==> src/rtl/adc_pkg.sv <==
// Shared definitions for the dual-channel SPI ADC front end and its downstream stages.
// The sample-pair type is common to the ADC interface stage and the averaging filter.
package adc_pkg;

    localparam int ADC_DATA_W   = 12;
    localparam int AVG_LOG2_MAX = 8;

    typedef struct packed {
        logic [ADC_DATA_W-1:0] ch1;
        logic [ADC_DATA_W-1:0] ch0;
    } adc_pair_t;

    // Half an LSB of the averaged result, so the shift rounds half-up instead of truncating.
    function automatic int round_term(input int log2_avg);
        return (log2_avg == 0) ? 0 : (1 << (log2_avg - 1));
    endfunction

endpackage

==> src/rtl/adc_avg_lane.sv <==
// One channel of the boxcar averager: accumulator plus rounded divide-by-window.
// Window counting and output handshake live in the parent; this lane only adds and clears.
module adc_avg_lane
    import adc_pkg::*;
#(
    parameter int DATA_W   = ADC_DATA_W,
    parameter int LOG2_AVG = 4
) (
    input  logic              clk,
    input  logic              rst,
    input  logic              clr,
    input  logic              add,
    input  logic [DATA_W-1:0] sample,
    output logic [DATA_W-1:0] avg
);

    localparam int ACC_W = DATA_W + LOG2_AVG;
    localparam int SUM_W = ACC_W + 1;
    localparam logic [SUM_W-1:0] RND = SUM_W'(round_term(LOG2_AVG));

    logic [ACC_W-1:0] acc;
    logic [SUM_W-1:0] sum;
    logic [SUM_W-1:0] rounded;

    // avg is only meaningful on the completing strobe: it includes the sample arriving now.
    always_comb begin
        sum     = {1'b0, acc} + SUM_W'(sample);
        rounded = sum + RND;
        avg     = DATA_W'(rounded >> LOG2_AVG);
    end

    always_ff @(posedge clk) begin
        if (rst) begin
            acc <= '0;
        end else if (clr) begin
            acc <= '0;
        end else if (add) begin
            acc <= ACC_W'(sum);
        end
    end

endmodule

==> src/rtl/adc_avg_filter.sv <==
// Dual-channel boxcar averaging filter with a one-entry valid/ready output register
// and a sticky overrun flag plus saturating count of averages lost to backpressure.
module adc_avg_filter
    import adc_pkg::*;
#(
    parameter int DATA_W   = ADC_DATA_W,
    parameter int LOG2_AVG = 4,
    parameter int DROP_W   = 8
) (
    input  logic              clk,
    input  logic              rst,
    input  logic              en_i,
    input  logic              sample_valid_i,
    input  logic [DATA_W-1:0] sample0_i,
    input  logic [DATA_W-1:0] sample1_i,
    output logic              avg_valid_o,
    input  logic              avg_ready_i,
    output logic [DATA_W-1:0] avg0_o,
    output logic [DATA_W-1:0] avg1_o,
    output logic              overrun_o,
    input  logic              clr_overrun_i,
    output logic [DROP_W-1:0] drop_cnt_o
);

    localparam int WIN   = 1 << LOG2_AVG;
    localparam int CNT_W = (LOG2_AVG > 0) ? LOG2_AVG : 1;

    logic [CNT_W-1:0]  cnt;
    logic              add;
    logic              complete;
    logic              win_clr;
    logic              accept;
    logic              can_load;
    logic              load;
    logic              drop;
    logic [DATA_W-1:0] lane_avg0;
    logic [DATA_W-1:0] lane_avg1;

    // The counter never reaches WIN; the strobe seen at WIN-1 closes the window.
    always_comb begin
        add      = en_i & sample_valid_i;
        complete = add & (cnt == CNT_W'(WIN - 1));
        win_clr  = ~en_i | complete;
        accept   = avg_valid_o & avg_ready_i;
        can_load = ~avg_valid_o | avg_ready_i;
        load     = complete & can_load;
        drop     = complete & ~can_load;
    end

    adc_avg_lane #(
        .DATA_W   (DATA_W),
        .LOG2_AVG (LOG2_AVG)
    ) u_lane0 (
        .clk    (clk),
        .rst    (rst),
        .clr    (win_clr),
        .add    (add),
        .sample (sample0_i),
        .avg    (lane_avg0)
    );

    adc_avg_lane #(
        .DATA_W   (DATA_W),
        .LOG2_AVG (LOG2_AVG)
    ) u_lane1 (
        .clk    (clk),
        .rst    (rst),
        .clr    (win_clr),
        .add    (add),
        .sample (sample1_i),
        .avg    (lane_avg1)
    );

    always_ff @(posedge clk) begin
        if (rst) begin
            cnt <= '0;
        end else if (win_clr) begin
            cnt <= '0;
        end else if (add) begin
            cnt <= cnt + CNT_W'(1);
        end
    end

    // A transfer on the completion cycle frees the slot for the new average.
    always_ff @(posedge clk) begin
        if (rst) begin
            avg_valid_o <= 1'b0;
            avg0_o      <= '0;
            avg1_o      <= '0;
        end else if (load) begin
            avg_valid_o <= 1'b1;
            avg0_o      <= lane_avg0;
            avg1_o      <= lane_avg1;
        end else if (accept) begin
            avg_valid_o <= 1'b0;
        end
    end

    // A drop coinciding with a clear restarts the count at one.
    always_ff @(posedge clk) begin
        if (rst) begin
            overrun_o  <= 1'b0;
            drop_cnt_o <= '0;
        end else if (drop) begin
            overrun_o <= 1'b1;
            if (clr_overrun_i) begin
                drop_cnt_o <= DROP_W'(1);
            end else if (!(&drop_cnt_o)) begin
                drop_cnt_o <= drop_cnt_o + DROP_W'(1);
            end
        end else if (clr_overrun_i) begin
            overrun_o  <= 1'b0;
            drop_cnt_o <= '0;
        end
    end

endmodule

==> config.mk <==
export PLATFORM = sky130hd
export DESIGN_NAME = adc_avg_filter
export DESIGN_NICKNAME = d
export VERILOG_FILES = /design/src/rtl/adc_pkg.sv /design/src/rtl/adc_avg_lane.sv /design/src/rtl/adc_avg_filter.sv
export SDC_FILE = /design/constraint.sdc
export NUM_CORES = 1
export LEC_CHECK = 0
export CORE_MARGIN = 2
export CORE_UTILIZATION = 57
export DETAILED_ROUTE_END_ITERATION = 10
export PLACE_DENSITY = 0.81
export SLEW_MARGIN = 20
export SYNTH_ARGS = -nofsm -noshare
export SYNTH_HDL_FRONTEND = slang
export SYNTH_HIERARCHICAL = 1
export SYNTH_SLANG_ARGS = --single-unit
==> constraint.sdc <==
create_clock -name clk -period 4 [get_ports clk]
set_input_delay 0.8 -clock clk [delete_from_list [all_inputs] [get_ports clk]]
set_output_delay 0.8 -clock clk [all_outputs]
set_load 0.01 [all_outputs]
## Word-level counts from Yosys, hierarchy flattened

Cells that the tools add are included.
Widths: inputs -> output; s select.

| storage, ports and cells | value |
|---|---|
| register bits after elaboration | 70 |
| output and inout bits | 34 |
| logic and storage cells | 39 |

| operators by class | value |
|---|---|
| add/subtract/negate cells | 6 |
| eq/ne operators | 2 |
| multiplexer cells | 8 |
| bitwise operators | 10 |
| reduce and logical (&&, ||, !) cells | 5 |

Operator list:

| kind | number |
|---|---|
| $add 16x12->16 | 2 |
| $add 16x4->16 const B | 2 |
| $mux 8 | 4 |
| $add 8x1->8 const B | 1 |
| $reduce_and 8->1 | 1 |
| $and 1x1->1 | 5 |
| $add 4x1->4 const B | 1 |
| $eq 4x4->1 const B | 1 |
| $mux 1 | 4 |
| $reduce_bool 2->1 | 2 |
| $not 1->1 | 3 |
| $ne 2x2->1 const B | 1 |
| $or 1x1->1 | 2 |
| $reduce_and 2->1 | 1 |
| $reduce_or 2->1 | 1 |

## Depth between registers and ports, before layout

Gate-level depths: netlist of run 1.

| depth | value |
|---|---|
| word-level depth | 6 |
| depth in mapped cells | 15 |

## Modules after synthesis

Netlist of run 1, hierarchy kept.

By module, submodules not included:

| module | instances | cells an instance | area an instance (µm²) | seq. area each (µm²) |
|---|---|---|---|---|
| adc_avg_lane at u_lane0 | 1 | 205 | 1747.9 | 320.3 |
| adc_avg_lane at u_lane1 | 1 | 197 | 1716.6 | 320.3 |
| adc_avg_filter | 1 | 192 | 1552.7 | 760.7 |

## Worst setup path after synthesis of run 1

No wires, ideal clock.

| timing path | value |
|---|---|
| kind | input to register |
| from | in sample1_i[0] |
| to | reg avg1_o[11] |
| setup time | 0.070 ns |
| data arrival time | 3.356 ns |
| data required time | 3.930 ns |
| path slack | 0.574 ns |
| stages | 14 |
| cells stage by stage | ha_1 -> inv_1 -> fa_1 -> nand2b_1 -> a211o_1 -> and3_4 -> o41ai_4 -> a31o_1 -> a21oi_4 -> o41ai_2 -> xor2_1 -> buf_4 -> nand2_1 -> a21oi_1 |

| between the ends | value |
|---|---|
| cells in the longest elaborated chain, start to end | 2 |

RTL lines:

| item | RTL line | text |
|---|---|---|
| start, declared | adc_avg_filter.sv:15 | `input logic [DATA_W-1:0] sample1_i,` |
| $add 16x12->16 | adc_avg_lane.sv:27 | `sum = {1'b0, acc} + SUM_W'(sample);` |
| $add 16x4->16 | adc_avg_lane.sv:28 | `rounded = sum + RND;` |
| net u_lane1.rounded[15] | adc_avg_lane.sv:23 | `logic [SUM_W-1:0] rounded;` |
| end signal, assigned | adc_avg_filter.sv:93 | `avg1_o <= lane_avg1;` |
| end, declared | adc_avg_filter.sv:19 | `output logic [DATA_W-1:0] avg1_o,` |

The timed path passes the listed nets, and every way through them passes these cells.
A chain may end at the register's enable or synchronous reset.

## Worst setup path in the final report of run 1

| timing path | value |
|---|---|
| from | in sample1_i[0] |
| to | reg avg1_o[11] |

| between the ends | value |
|---|---|
| cells in the longest elaborated chain, start to end | 2 |

RTL lines:

| item | RTL line | text |
|---|---|---|
| $add 16x12->16 | adc_avg_lane.sv:27 |  |
| $add 16x4->16 | adc_avg_lane.sv:28 |  |
| net lane_avg1[11] | adc_avg_filter.sv:37 | `logic [DATA_W-1:0] lane_avg1;` |

The timed path passes the listed nets, and every way through them passes these cells.

==> impl_metrics.py, run 1 <==
metrics = {
    "synthesis": {
        "synth_fp_nets": 654,
        "yosysTopAreaCell": "dfxtp_1",
        "syn_area_per_cell_um2": 8.447,
        "synth-seq-area-share_pct": 27.93,
        "synthCells": 594,
        "synth-seq-cells": 70,
        "ys_types": 83,
        "dominantRegCellSynth": "dfxtp_1",
        "syn_area_um2": 5017,
        "synth_top_area_share_pct": 27.93,
        "synthArstFlopShare_pct": 0,
        "synth_edf_count": 0,
        "yosys_warnings": 6,
        "ys_top_cells_by_area": "dfxtp_1 28%, ha_1 7.0%, nand2_1 5.5%, mux2i_1 5.0%, xnor2_1 4.4%",
    },
    "route": {
        "post-route-drc-count": 0,
        "drt_iter0_drc": 172,
        "wirelength_mm": 11.20,
        "viasPerCell": 5.859,
        "wl_per_cell_um": 15.04,
        "final_antenna_net_count": 0,
        "dr.pass1.iters": 5,
        "vias": 4365,
    },
    "grt": {
        "track_usage_pct": 23.77,
        "grt_pass1_wl_mm": 19.18,
        "grt_start_max_net_pins": 34,
        "grt.overflow.total": 0,
        "antenna_found_initial": 0,
        "grt_pass1_vias": 4223,
    },
    "cts": {
        "h-tree-depth": 3,
        "clk_path_buf_depth": 2,
        "cts_tree": "built",
        "cts.sinks": 70,
        "cts_buffers": 9,
        "clkTransAtPathRegs_ns": 0.08,
        "post_cts_buffers": 0,
        "clk_latency_ns": 0.34,
        "clockRootBuffer": "clkbuf_8",
        "cts-resized-gates": 0,
        "cts_hold_buf": 0,
    },
    "sta": {
        "setup_tns_ns": 0,
        "slew_violations": 0,
        "rsz0062_at_grt": "no",
        "tightestPinTransition_ns": 0.8220,
        "maxSlewHeadroom_pct": 45.20,
        "finalCritPeriodShare_pct": 92.23,
        "setup_viol": 0,
        "fin_skew_ns": 0.01904,
        "min_period_ns": 3.689,
        "max_freq_mhz": 271.1,
        "hold_viol_final": 0,
    },
    "critical_path": {
        "crit_type": "in -> reg",
        "timing.rr.start": "u_lane1/acc[0]",
        "cp.required_ns": 4.28,
        "cp-end-kind": "register",
        "crit_arrival_ns": 3.97,
        "path_max_fanout": 3,
        "startpoint": "sample1_i[0]",
        "crit_path_start_kind": "input pin",
    },
    "status": {
        "status": "finished, final reports clean",
    },
    "power": {
        "vdd_drop_max_v": 0.0001571,
        "fin_total_pwr_uw": 1663,
        "p_per_area_nw_per_um2": 287.5,
        "p_leak_uw": 0.002219,
    },
    "placement": {
        "post-place-cells": 729,
        "place_congestion": 0.8850,
        "portBuffers": 63,
        "hpwl_mm": 8.420,
        "post_dp_cell_area_um2": 5562,
    },
    "floorplanning": {
        "dieArea_um2": 9569,
        "die_x_um": 97.82,
        "die_h_um": 97.82,
        "io_pins": 64,
        "coreArea_um2": 8636,
        "initial_core_util_pct": 58.10,
        "rows": 34,
    },
    "final_layout": {
        "final_cells": 745,
        "num_antenna_cells": 0,
        "n_fill_cell": 715,
        "nets": 692,
        "syn_to_final_growth_pct": 15.31,
        "fin_area_um2": 5786,
        "drive_gt1_share_pct": 11.93,
    },
    "worst_hold_path": {
        "hold_start": "avg0_o[8]",
        "hp-class": "reg -> reg",
    },
    "flow_run": {
        "cap_violations": 0,
    },
}
-- final cells by class --
cell class / count / area (um^2) / area share [%]
Multi-Input combinational cell: 455 / 3214 / 55.56
Sequential cell: 70 / 1401 / 24.22
Clock buffer: 11 / 141.4 / 2.444
Inverter: 18 / 67.56 / 1.168
Clock inverter: 5 / 82.58 / 1.427
Timing Repair Buffer: 78 / 743.2 / 12.85
Tap cell: 108 / 135.1 / 2.336
-- path summary, 6_finish.rpt --
path	endpoint	slack, ns	depth (start not counted)
worst min register to register	avg0_o[8]	0.46	2
worst max-delay path	avg1_o[11]	0.31	14
worst max register to register	avg1_o[11]	0.89	13
worst min-delay path	avg0_o[8]	0.46	2
-- cells in the final DEF, fill, tap and decap left out, types with 19 or more instances in the layout --
master	count
mux2i_1	25
a21oi_1	42
nor2_1	54
nand3_1	19
clkdlybuf4s50_1	63
dfxtp_1	70
ha_1	28
nand2_1	73
xnor2_1	25
-- logic make-up (layout without fill, tap and decap cells) --
family	after synthesis	count (layout)	share of synthesized area [%]
simple gates	227	227	22.99
compound gates	126	126	19.35
flops	70	70	27.93
buf+inv	69	112	8.005
xor+xnor	47	47	8.953
fa+ha+maj	30	30	7.781
mux	25	25	4.988
-- Yosys cell counts, types with 3 or more instances --
master and number:
a211oi_1 8, nand4_1 12, or3_1 4, a21oi_1 42
o21a_1 4, and3_1 7, nor2_1 54, and2_1 3
a21o_1 7, nor3_1 7, inv_1 17, dfxtp_1 70
a31oi_1 7, or2_2 5, mux2i_1 25, clkbuf_1 13
nand3b_1 3, and4_1 4, xor2_1 17, nor2b_1 6
o2111ai_1 4, buf_6 4, buf_4 25, o21ai_0 10
and3_4 3, nand2b_1 6, o211ai_1 5, a311o_1 3
nand2_1 73, ha_1 28, nand3_1 19, buf_2 5
xnor2_1 25, xnor2_2 3
-- through the flow --
step | utilization (%) | hold WS, ns | setup slack [ns]
6_report | 67.00 | 0.4575 | 0.3106
5_1_grt | 67.00 | 0.4894 | 0.07210
2_1_floorplan | - | 0.4487 | 0.5736
3_5_place_dp | 64.40 | 0.4501 | -0.02171
3_3_place_gp | 64.40 | 0.4417 | 0.04200
4_1_cts | 67.00 | 0.4602 | 0.3271
-- registers in the layout (all words and copies together), names as in the netlist --
register and flops:
avg_valid_o 1, drop_cnt_o 8, u_lane0/acc 16, cnt 4, avg0_o 12, overrun_o 1, u_lane1/acc 16, avg1_o 12
-- metal layers --
layer	vias up	global-route usage, %	wire length, um
met1	2043	31.84	5073
li1	2166	-	-
met3	17	3.651	634
met5	-	0	0
met2	139	39.09	5319
met4	0	8.333	174
-- worst max-delay path, cell delays in order --
cell and delay (ns):
clkdlybuf4s50_1 0.46, ha_1 0.17, inv_1 0.06, fa_1 0.39, nand2b_1 0.18, a211o_1 0.30
and3_4 0.21, o41ai_4 0.40, a31o_1 0.24, a21oi_4 0.08, o41ai_2 0.32, xor2_1 0.17
nand2_1 0.06, a21oi_1 0.14
-- report_power, final --
group / total (uW) / switching, uW / internal (uW)
registers: 710 / 5.51 / 704
logic: 308 / 170 / 138
clock network: 645 / 276 / 370
Power figures use the tool's default switching activity.
==> run 2, diff against run 1 <==
--- a/config.mk
+++ b/config.mk
@@ -5,8 +5,9 @@
 export SDC_FILE = /design/constraint.sdc
 export NUM_CORES = 1
 export LEC_CHECK = 0
+export ABC_AREA = 1
 export CORE_MARGIN = 2
-export CORE_UTILIZATION = 57
+export CORE_UTILIZATION = 58
 export DETAILED_ROUTE_END_ITERATION = 10
 export PLACE_DENSITY = 0.81
 export SLEW_MARGIN = 20
==> run 2 against run 1 <==
  * Synthesized cell count grew 46%
  * Cell count rose by 40%
  * Clock skew shrank 0.0015 ns
  * Routed wire length grew 16%
  * Maximum frequency rose by 10%
  * Sequential share of layout area down 2.4 points
  * Non-clock buffer count decreased by 11
  * Clock power up 3.6%
  * Synthesized area increased by 12%
  * Utilization up 1.9 points
  * First-iteration DRC count is 73% higher
==> impl_metrics.py, run 2 <==
metrics = {
    "status": {
        "status": "finished, final reports clean",
    },
    "cts": {
        "cts_buffers": 9,
        "clk_path_buf_depth": 2,
        "cts-resized-gates": 0,
        "cts_tree": "built",
        "cts_hold_buf": 0,
        "clk_latency_ns": 0.35,
        "cts.sinks": 70,
        "clockRootBuffer": "clkbuf_8",
        "post_cts_buffers": 0,
        "h-tree-depth": 3,
        "clkTransAtPathRegs_ns": 0.09,
    },
    "final_layout": {
        "num_antenna_cells": 0,
        "ff_latch_area_um2": 1401,
        "mostFrequentLayoutCells": "228 x nand2_1, 134 x inv_1, 70 x nand3_1, 70 x dfxtp_1, 63 x clkdlybuf4s50_1",
        "syn_to_final_growth_pct": 13.93,
        "final_common_cell": "nand2_1",
        "multiInputGateArea_um2": 3402,
        "top_regs": "u_lane0/acc: 16 flops, u_lane1/acc: 16 flops",
        "finish.utilization_pct": 68.88,
        "drive_gt1_share_pct": 13.27,
        "fin_area_um2": 6425,
        "n_fill_cell": 845,
        "nets": 967,
    },
    "sta": {
        "hold_viol_final": 0,
        "finalCritPeriodShare_pct": 83.80,
        "max_freq_mhz": 298.3,
        "slew_violations": 0,
        "setup_viol": 0,
        "rsz0062_at_grt": "no",
        "tightestPinTransition_ns": 0.4582,
        "fin_skew_ns": 0.01751,
        "setup_tns_ns": 0,
        "worst_hold_slack_ns": 0.4678,
        "min_period_ns": 3.352,
        "maxSlewHeadroom_pct": 69.41,
    },
    "route": {
        "drt_iter0_drc": 297,
        "post-route-drc-count": 0,
        "dr.pass1.iters": 6,
        "final_antenna_net_count": 0,
        "vias": 5318,
        "wl_per_cell_um": 12.47,
        "wirelength_mm": 12.98,
        "viasPerCell": 5.109,
    },
    "synthesis": {
        "syn_area_um2": 5639,
        "synth_top_area_share_pct": 24.85,
        "yosysTopAreaCell": "dfxtp_1",
        "synth-seq-area-share_pct": 24.85,
        "synth_edf_count": 0,
        "dominantRegCellSynth": "dfxtp_1",
        "ys_types": 36,
        "yosys_warnings": 6,
        "synth_common_cells": "228 x nand2_1, 134 x inv_1, 70 x dfxtp_1, 70 x nand3_1, 57 x a21oi_1",
        "synthArstFlopShare_pct": 0,
        "yosysMostFrequentCell": "nand2_1",
        "syn_area_per_cell_um2": 6.482,
        "ys_top_cells_by_area": "dfxtp_1 25%, nand2_1 15%, inv_1 8.9%, ha_1 6.2%, nand3_1 6.2%",
        "synth_fp_nets": 930,
        "synth-seq-cells": 70,
        "synthCells": 870,
    },
    "worst_hold_path": {
        "hp-class": "reg -> reg",
        "hold_start": "avg0_o[10]",
    },
    "placement": {
        "hpwl_mm": 10.14,
        "place_congestion": 0.9126,
        "post_dp_cell_area_um2": 6192,
        "portBuffers": 63,
    },
    "power": {
        "p_per_area_nw_per_um2": 270.8,
        "p_leak_uw": 0.003092,
        "fin_total_pwr_uw": 1740,
        "vdd_drop_max_v": 0.0001659,
    },
    "floorplanning": {
        "die_x_um": 102.6,
        "initial_core_util_pct": 60.46,
        "dieArea_um2": 10530,
        "coreArea_um2": 9328,
        "die_h_um": 102.6,
        "rows": 35,
        "io_pins": 64,
    },
    "grt": {
        "grt.overflow.total": 0,
        "grt_start_max_net_pins": 42,
        "track_usage_pct": 26.55,
        "grt_pass1_vias": 5109,
        "grt_pass1_wl_mm": 22.41,
        "antenna_found_initial": 0,
    },
    "critical_path": {
        "timing.rr.start": "u_lane0/acc[0]",
        "startpoint": "sample0_i[0]",
        "path_max_fanout": 3,
        "cp.required_ns": 4.29,
        "crit_path_start_kind": "input pin",
        "reg2reg_slack_ns": 1.22,
        "crit_type": "in -> reg",
        "cp-end-kind": "register",
        "crit_arrival_ns": 3.64,
    },
    "flow_run": {
        "cap_violations": 0,
    },
}
## run 2: changes by cell type after synthesis, sizes merged, moves of 19 or more
cell,previous run,this run
nand3,21,81
nor2,54,79
nand2,75,276
mux2i,25,0
inv,18,148
xnor2,28,9
## run 2: where the power goes
part           switching [uW]  internal, uW  leakage (uW)
clock network             279           389      0.000117
registers                8.78           708      0.000567
logic                     223           132       0.00241
## run 2: critical path: stages
cell	delay [ns]
clkdlybuf4s50_1	0.46
ha_1	0.21
inv_1	0.07
fa_1	0.39
inv_1	0.14
nand3_2	0.08
nand3_2	0.12
xnor2_1	0.14
inv_1	0.09
ha_1	0.18
nand3_1	0.13
nor2_4	0.15
nand2_2	0.10
nor2_4	0.11
nand2_1	0.06
nand2_1	0.06
nand2_1	0.07
inv_1	0.06
nand3_1	0.06
a21oi_1	0.15
## run 2: cells by family after synthesis
family / after synthesis / synth area share (%)
xor gates and xnor gates: 21 / 3.395
and+or+nand+nor: 465 / 41.18
DFF: 70 / 24.85
adders and majority gates: 30 / 6.923
AOI/OAI and AO/OA: 92 / 8.831
buffers and inverters: 192 / 14.82
## run 2: worst paths after layout
kind | depth (start not counted) | to
max | 20 | avg0_o[11]
min | 2 | avg0_o[10]
max reg2reg | 19 | avg0_o[11]
min reg2reg | 2 | avg0_o[10]
## run 2: final cells by class
cell class | instances | share of cell area, %
clock inverter | 4 | 1.207
clock buffer | 12 | 2.415
tap | 129 | 2.512
inverter | 151 | 8.822
timing repair buffer | 67 | 10.28
sequential | 70 | 21.81
multi-input combinational | 608 | 52.95
## run 2: metal layers
layer | part of all wire, % | vias to the layer above | track usage (%)
met4 | 1.6 | 0 | 7.282
met3 | 4.8 | 18 | 5.424
met5 | 0 | - | 0
met1 | 46 | 2405 | 33.56
li1 | - | 2769 | -
met2 | 48 | 126 | 46.00
## run 2: stage by stage
| stage | cells | setup slack [ns] |
|---|---|---|
| floorplan | 870 | 0.9867 |
| global placement | 1025 | 0.4798 |
| detailed placement | 1025 | 0.3352 |
| CTS | 1041 | 0.6836 |
| global route | 1041 | 0.4963 |
| finish | 1041 | 0.6480 |
